**src/rtl/seq_pkg.sv**
```systemverilog
// Shared types and constants for the bit-serial pattern scan controller.
package seq_pkg;

    localparam int unsigned PAT_W  = 4;
    localparam int unsigned FILL_W = 3;

    localparam logic [FILL_W-1:0] FILL_MAX = FILL_W'(PAT_W);

    // Controller states; the unused code 2'b11 recovers to IDLE.
    typedef enum logic [1:0] {
        IDLE   = 2'b00,
        SHIFT  = 2'b01,
        REPORT = 2'b10
    } state_t;

    // Match configuration captured when a job is accepted.
    typedef struct packed {
        logic [PAT_W-1:0] pattern;
        logic             overlap;
    } match_cfg_t;

    // History fill level after one more bit, saturating at a full window.
    function automatic logic [FILL_W-1:0] fill_next(input logic [FILL_W-1:0] f);
        if (f >= FILL_MAX) begin
            return FILL_MAX;
        end
        return f + FILL_W'(1);
    endfunction

endpackage

```
**src/rtl/pattern_match4.sv**
```systemverilog
// Bit-serial 4-bit pattern detector with optional overlapping-match reuse.
module pattern_match4
    import seq_pkg::*;
(
    input  logic             clk,
    input  logic             reset,
    input  logic             clr,
    input  logic             bit_en,
    input  logic             bit_in,
    input  logic [PAT_W-1:0] pattern,
    input  logic             overlap,
    output logic             hit
);

    logic [PAT_W-1:0]  history;
    logic [PAT_W-1:0]  history_nxt;
    logic [FILL_W-1:0] fill;
    logic [FILL_W-1:0] fill_nxt;

    // Window after the incoming bit and the hit it would produce.
    always_comb begin
        history_nxt = {history[PAT_W-2:0], bit_in};
        fill_nxt    = fill_next(fill);
        hit         = bit_en && (fill_nxt == FILL_MAX) && (history_nxt == pattern);
    end

    // History/fill update; a non-overlapping hit discards the matched bits.
    always_ff @(posedge clk or negedge reset) begin
        if (!reset) begin
            history <= '0;
            fill    <= '0;
        end else if (clr) begin
            history <= '0;
            fill    <= '0;
        end else if (bit_en) begin
            if (hit && !overlap) begin
                history <= '0;
                fill    <= '0;
            end else begin
                history <= history_nxt;
                fill    <= fill_nxt;
            end
        end
    end

endmodule

```
**src/rtl/seq_scan_ctrl.sv**
```systemverilog
// Accepts a word and pattern, scans the word MSB-first through the
// pattern detector and returns the saturating hit count.
module seq_scan_ctrl
    import seq_pkg::*;
#(
    parameter int unsigned WORD_W = 8,
    parameter int unsigned CNT_W  = 4
) (
    input  logic              clk,
    input  logic              reset,
    input  logic              start_valid,
    output logic              start_ready,
    input  logic [WORD_W-1:0] word_in,
    input  logic [PAT_W-1:0]  pattern,
    input  logic              overlap,
    output logic              res_valid,
    input  logic              res_ready,
    output logic [CNT_W-1:0]  match_count,
    output logic              busy
);

    localparam int unsigned IDX_W = (WORD_W > 1) ? $clog2(WORD_W) : 1;
    localparam logic [IDX_W-1:0] IDX_TOP = IDX_W'(WORD_W - 1);
    localparam logic [CNT_W-1:0] CNT_MAX = {CNT_W{1'b1}};

    state_t            state;
    state_t            state_nxt;
    logic              accept;
    logic              bit_en;
    logic              hit;
    logic [WORD_W-1:0] word_q;
    logic [IDX_W-1:0]  idx;
    match_cfg_t        cfg_q;

    // State register.
    always_ff @(posedge clk or negedge reset) begin
        if (!reset) begin
            state <= IDLE;
        end else begin
            state <= state_nxt;
        end
    end

    // Next state and state-decoded controls; outputs depend on state only.
    always_comb begin
        state_nxt   = state;
        start_ready = 1'b0;
        res_valid   = 1'b0;
        busy        = 1'b1;
        accept      = 1'b0;
        bit_en      = 1'b0;
        case (state)
            IDLE: begin
                start_ready = 1'b1;
                busy        = 1'b0;
                if (start_valid) begin
                    accept    = 1'b1;
                    state_nxt = SHIFT;
                end
            end
            SHIFT: begin
                bit_en = 1'b1;
                if (idx == '0) begin
                    state_nxt = REPORT;
                end
            end
            REPORT: begin
                res_valid = 1'b1;
                if (res_ready) begin
                    state_nxt = IDLE;
                end
            end
            default: begin
                state_nxt = IDLE;
            end
        endcase
    end

    // Job capture, bit index countdown and saturating hit counter.
    always_ff @(posedge clk or negedge reset) begin
        if (!reset) begin
            word_q      <= '0;
            idx         <= '0;
            cfg_q       <= '0;
            match_count <= '0;
        end else if (accept) begin
            word_q        <= word_in;
            idx           <= IDX_TOP;
            cfg_q.pattern <= pattern;
            cfg_q.overlap <= overlap;
            match_count   <= '0;
        end else if (bit_en) begin
            if (idx != '0) begin
                idx <= idx - IDX_W'(1);
            end
            if (hit && (match_count != CNT_MAX)) begin
                match_count <= match_count + CNT_W'(1);
            end
        end
    end

    // Sequence detector fed one word bit per SHIFT cycle.
    pattern_match4 u_match (
        .clk     (clk),
        .reset   (reset),
        .clr     (accept),
        .bit_en  (bit_en),
        .bit_in  (word_q[idx]),
        .pattern (cfg_q.pattern),
        .overlap (cfg_q.overlap),
        .hit     (hit)
    );

endmodule

```
**config.mk**
```make
export PLATFORM = sky130hd
export DESIGN_NAME = seq_scan_ctrl
export DESIGN_NICKNAME = d
export VERILOG_FILES = /design/src/rtl/seq_pkg.sv /design/src/rtl/pattern_match4.sv /design/src/rtl/seq_scan_ctrl.sv
export SDC_FILE = /design/constraint.sdc
export NUM_CORES = 1
export LEC_CHECK = 0
export CAP_MARGIN = 20
export CORE_UTILIZATION = 52
export DETAILED_ROUTE_END_ITERATION = 10
export PLACE_DENSITY = 0.87
export SETUP_SLACK_MARGIN = 0.5
export SLEW_MARGIN = 20
export SYNTH_ARGS = -nofsm -noshare
export SYNTH_HDL_FRONTEND = slang
export SYNTH_HIERARCHICAL = 1
export SYNTH_SLANG_ARGS = --single-unit
```
**constraint.sdc**
```tcl
create_clock -name clk -period 3.5 [get_ports clk]
set_input_delay 0.7 -clock clk [delete_from_list [all_inputs] [get_ports clk]]
set_output_delay 0.7 -clock clk [all_outputs]
set_load 0.01 [all_outputs]
```
==> flow_metrics.tcl, run 1 <==
set metrics [dict create \
    status "complete, no violations" \
    cts_buffer_depth 2 \
    start_kind "register" \
    clkTransAtPathRegs_ns 0.15 \
    htreeDepth 1 \
    place_area_sq_mm 0.00170 \
    nets 167 \
    fillers 199 \
    fp-row-count 18 \
    syn_nets 140 \
    synthCells 118 \
    p_per_area_mw_per_mm2 797 \
    dieArea_sq_mm 0.00300 \
    drt-total-wl_um 2680 \
    crit_arrival_ns 3.03 \
    viasPerCell 5.74 \
    tns_ns 0 \
    grt_max_degree 29 \
    path_max_fanout 7 \
    gr-total-overflow 0 \
    fin_ws_ns 0.725 \
    skew_ns 0.0117 \
    synth_edf_count 0 \
    dr.first_iter.drc_count 26 \
    tightest_slew_ns 0.391 \
    cts_tree "built" \
    grt_pass1_vias 977 \
    dpl.cell_count 170 \
    grt_setup_unrepaired "false" \
    ir_drop_v 0.000568 \
    drcViolationCount 0 \
    numPortBuffers 23 \
    drive_above_1_share 0.188 \
    coreArea_sq_mm 0.00254 \
    track_usage 0.212 \
    slew_headroom 0.739 \
    post-route-period-util 0.793 \
    synth_top_area_share 0.484 \
    hpwl_um 1900 \
    insertedDiodeCount 0 \
    post-place-ws_ns 0.792 \
    ys_top_cells_by_area "dfrtp_1 (48%), mux2_2 (7.0%), mux2_4 (5.2%), ha_1 (4.3%), mux4_2 (3.1%)" \
    cts.sinks 28 \
    slew_violations 0 \
    antenna_left 0 \
    synthTopCellsByCount "dfrtp_1 (28), inv_1 (11), mux2_2 (9)" \
    initial_core_util 0.569 \
    yosys_warnings 6 \
    clkLatencyLatePin_ns 0.33 \
    worst-setup-path-type "register to register" \
    fp.dieH_um 54.8 \
    grt_first_pass_wirelength_um 4380 \
    p_leak_nw 0.774 \
    ys_seq_area_frac 0.484 \
    max_freq_mhz 360 \
    cts-root-buf "clkbuf_4" \
    cap_violations 0 \
    fin_crit_ns 2.77 \
    post_cts_resized 0 \
    syn_area_per_cell_sq_um 12.3 \
    dr.pass1.iters 5 \
    synthArstFlopShare 1.00 \
    cp-end-kind "register" \
    ys_types 34 \
    ios 24 \
    stdcell_count 174 \
    finalHoldViolations 0 \
    antenna_found_initial 0 \
    gp_congestion 0.742 \
    final_util 0.680 \
    ys_ff_latch 28 \
    die_w_um 54.8 \
    wl_per_cell_um 15.4 \
    setup_violations 0 \
    synth_top_cell_by_area "dfrtp_1" \
    power_mw 1.38 \
    cts_hold_buf 0 \
    post_cts_buffers 0 \
    final_area_sq_mm 0.00173 \
    vias 999 \
    synth.most_common_cell "dfrtp_1" \
    hold_ws_ns 0.534 \
    hold_path.class "register to register" \
    syn2layout_area_growth_pct 19.6 \
    synthFlopType "dfrtp_1" \
    cts_buffers 3 \
    critPathRequiredTime_ns 3.76 \
    netlist_area_sq_mm 0.00145 \
]
-- logic make-up (layout without fill, tap and decap cells) --
| group | after synthesis | count (layout) | share of synthesized area |
|---|---|---|---|
| flops | 28 | 28 | 0.484 |
| buf+inv | 14 | 40 | 0.0527 |
| fa+ha+maj | 5 | 5 | 0.0432 |
| simple gates | 32 | 32 | 0.137 |
| xor+xnor | 1 | 1 | 0.00605 |
| compound gates | 19 | 19 | 0.104 |
| mux | 19 | 19 | 0.174 |
-- final cells by class --
class	count	area [sq um]	share of cell area
flip-flops and latches	28	701	0.405
clock buffers	4	36.3	0.0210
multi-input cells	76	671	0.387
inverters	11	41.3	0.0238
repair buffers	25	245	0.142
well taps	30	37.5	0.0217
-- flip-flops by register name, indices dropped and copies added, names as in the netlist --
| signal | flops |
|---|---|
| u_match/fill | 3 |
| u_match/history | 3 |
| idx | 3 |
| word_q | 8 |
| cfg_q | 5 |
| match_count | 4 |
| state | 2 |
-- path summary, 6_finish.rpt --
check                                startpoint                         end  slack (ns)  cells after the start
max                          idx[0]$_DFFE_PN0P_  match_count[1]$_DFFE_PN0P_        0.73                      9
min                        cfg_q[4]$_DFFE_PN0P_        cfg_q[4]$_DFFE_PN0P_        0.53                      1
max reg2reg                  idx[0]$_DFFE_PN0P_  match_count[1]$_DFFE_PN0P_        0.73                      9
min reg2reg                cfg_q[4]$_DFFE_PN0P_        cfg_q[4]$_DFFE_PN0P_        0.53                      1
max in group asynchronous                 reset          idx[1]$_DFFE_PN0P_        2.51                      2
min in group asynchronous                 reset          idx[0]$_DFFE_PN0P_        0.72                      2
-- worst max-delay path, stage by stage (launching register included) --
cell and delay, ns:
dfrtp_1 0.48, mux4_2 0.52, mux2_2 0.30, nor2b_1 0.16, a2111oi_4 0.24, nand2_1 0.08
nor2_1 0.10, nand3b_1 0.20, or3b_2 0.50, a21oi_1 0.13
-- report_power, final --
part / leakage, nW / internal [mW] / switching [mW] / total, mW
logic: 0.409 / 0.363 / 0.275 / 0.637
clock network: 0.0210 / 0.0637 / 0.0946 / 0.158
registers: 0.344 / 0.461 / 0.123 / 0.584
-- per-layer routing --
layer  GRT usage  wire length [um]
met1       0.267              1180
met2       0.371              1360
met3      0.0333               107
met4      0.0641                34
met5           0                 0
-- layout by cell type, fill, tap and decap left out, drive strengths merged --
| cell type | count |
|---|---|
| nand3b | 1 |
| and2 | 1 |
| nand3 | 2 |
| nor3 | 2 |
| or3b | 3 |
| nand4bb | 1 |
| nor2b | 6 |
| or4 | 1 |
| o31ai | 1 |
| clkdlybuf4s50 | 23 |
| o311ai | 2 |
| a32o | 3 |
| dfrtp | 28 |
| ha | 5 |
| clkbuf | 4 |
| nand2b | 3 |
| a22o | 1 |
| nor2 | 8 |
| o21ai | 6 |
| and3 | 1 |
| xor2 | 1 |
| o2111ai | 1 |
| nand2 | 2 |
| mux4 | 2 |
| or3 | 1 |
| a2111oi | 1 |
| mux2 | 14 |
| inv | 11 |
| mux2i | 3 |
| a21oi | 4 |
| buf | 2 |
Power figures use the tool's default switching activity.
==> run 2, diff against run 1 <==
CORE_UTILIZATION = 47   (was 52)
PLACE_DENSITY = 0.84   (was 0.87)
clock period = 2.5 ns   (was 3.5 ns; I/O delays follow)
==> run 2 against run 1 <==
Clock power rose by 42%. Highest routed layer unchanged. Sequential share of layout area fell by 2.2 points. Largest cell class is now multi-input combinational cells. The run now ends with design-rule violations, negative setup slack left. First-iteration DRC count rose by 7.7%. Via count rose by 0.90%.
==> flow_metrics.tcl, run 2 (synthesis gave the netlist of run 1 again) <==
set metrics [dict create \
    antenna_left 0 \
    cts_buffers 3 \
    cap_violations 0 \
    coreArea_sq_mm 0.00283 \
    largest_reg_flops 8 \
    grt_max_degree 29 \
    post-route-period-util 1.06 \
    cts-root-buf "clkbuf_4" \
    setup_violations 4 \
    dpl.cell_count 173 \
    top_regs "word_q (8), cfg_q (5), match_count (4)" \
    slew_headroom 0.745 \
    dieArea_sq_mm 0.00331 \
    finalHoldViolations 0 \
    fillers 210 \
    clkTransAtPathRegs_ns 0.16 \
    cp-end-kind "register" \
    syn2layout_area_growth_pct 26.4 \
    clkLatencyLatePin_ns 0.32 \
    gp_congestion 0.848 \
    cts_tree "built" \
    dr.pass1.iters 7 \
    crit_chain "mux4_2 -> mux2_4 -> nor2b_4 -> a2111oi_4 -> nand2_1 -> nor2_1 -> nand3b_1 -> buf_6 -> or3_1 -> a21oi_1" \
    drive_above_1_share 0.252 \
    critPathRequiredTime_ns 2.76 \
    die_w_um 57.5 \
    nets 174 \
    worst-setup-path-type "register to register" \
    hpwl_um 2060 \
    htreeDepth 1 \
    fp-row-count 19 \
    wl_per_cell_um 15.9 \
    gr-total-overflow 0 \
    slew_violations 0 \
    start_kind "register" \
    tightest_slew_ns 0.382 \
    p_leak_nw 0.839 \
    grt_setup_unrepaired "true" \
    final_common_cell "dfrtp_1" \
    violations "design-rule violations, negative setup slack" \
    power_mw 2.11 \
    rrSetupSlack_ns -0.15 \
    crit_family "simple AND/OR/NAND/NOR gates" \
    fp.dieH_um 57.5 \
    cts_buffer_depth 2 \
    fin_ws_ns -0.148 \
    grt_pass1_vias 1046 \
    ios 24 \
    tns_ns -0.428 \
    vias 1008 \
    crit_arrival_ns 2.91 \
    crit_buf_inv 1 \
    slowest_delay_ns 0.51 \
    slowest_stage "mux4_2" \
    track_usage 0.182 \
    hold_path.class "input port to async pin" \
    dr.first_iter.drc_count 28 \
    viasPerCell 5.54 \
    top_register "word_q" \
    hold_ws_ns 0.523 \
    numPortBuffers 23 \
    antenna_found_initial 0 \
    drcViolationCount 1 \
    path_max_fanout 6 \
    p_per_area_mw_per_mm2 1150 \
    skew_ns 0.00736 \
    stdcell_count 182 \
    drt-total-wl_um 2890 \
    insertedDiodeCount 0 \
    status "finished, violations left" \
    initial_core_util 0.512 \
    final_cell_mix "dfrtp_1 (28), clkdlybuf4s50_1 (21), inv_1 (11)" \
    fin_crit_ns 2.65 \
    max_freq_mhz 378 \
    cts.sinks 28 \
    ir_drop_v 0.000702 \
    grt_first_pass_wirelength_um 4660 \
]
==> run 2: metal layers <==
metal,share of wire,up-vias,GRT usage
met2,0.49,32,0.312
met1,0.43,484,0.230
met5,0,-,0
met3,0.043,8,0.0227
li1,-,484,-
met4,0.028,0,0.0801
==> run 2: layout make-up <==
class                           count  area [sq um]  area share
Tap cell                           31          38.8      0.0212
Inverter                           11          41.3      0.0226
Multi-Input combinational cell     76           711       0.388
Timing Repair Buffer               32           303       0.165
Clock buffer                        4          36.3      0.0198
Sequential cell                    28           701       0.383
==> run 2: path summary, 6_finish.rpt <==
path | startpoint | to | cells past startpoint
min in group clk | cfg_q[4]$_DFFE_PN0P_ | cfg_q[4]$_DFFE_PN0P_ | 1
setup / recovery | idx[0]$_DFFE_PN0P_ | match_count[0]$_DFFE_PN0P_ | 10
setup reg to reg | idx[0]$_DFFE_PN0P_ | match_count[0]$_DFFE_PN0P_ | 10
hold / removal | reset | u_match/fill[0]$_DFFE_PN0P_ | 2
hold reg to reg | cfg_q[4]$_DFFE_PN0P_ | cfg_q[4]$_DFFE_PN0P_ | 1
max in group asynchronous | reset | idx[1]$_DFFE_PN0P_ | 2
==> run 2: worst reg2reg max path, cell delays in order, from the launching register on <==
cell       delay [ns]
dfrtp_1          0.44
mux4_2           0.51
mux2_4           0.29
nor2b_4          0.14
a2111oi_4        0.21
nand2_1          0.11
nor2_1           0.12
nand3b_1         0.14
buf_6            0.17
or3_1            0.31
a21oi_1          0.15
==> run 2: power by group <==
| part | internal, mW | total (mW) | switching, mW | leakage, nW |
|---|---|---|---|---|
| clock | 0.0890 | 0.224 | 0.135 | 0.0210 |
| combinational | 0.637 | 1.06 | 0.427 | 0.474 |
| sequential | 0.646 | 0.823 | 0.177 | 0.344 |
| total | 1.37 | 2.11 | 0.739 | 0.839 |
==> run 2: metrics by stage <==
step,setup WS (ns),util,cell area [sq um]
5_1_grt,-0.249,0.647,1830
2_1_floorplan,0.00639,-,1460
4_1_cts,-0.0470,0.631,1780
3_3_place_gp,0.0231,0.609,1720
6_report,-0.148,0.647,1830
3_5_place_dp,-0.0654,0.609,1720
==> run 2: timing repair <==
item / CTS / global route
setup buffers: 2 / 3
hold buffers: 0 / 0
setup endpoints to repair: 9 / 10
endpoints found under the hold margin: 0 / 0
pin swaps: 1 / 0
resized for setup: 3 / 5
gates cloned: 0 / 0
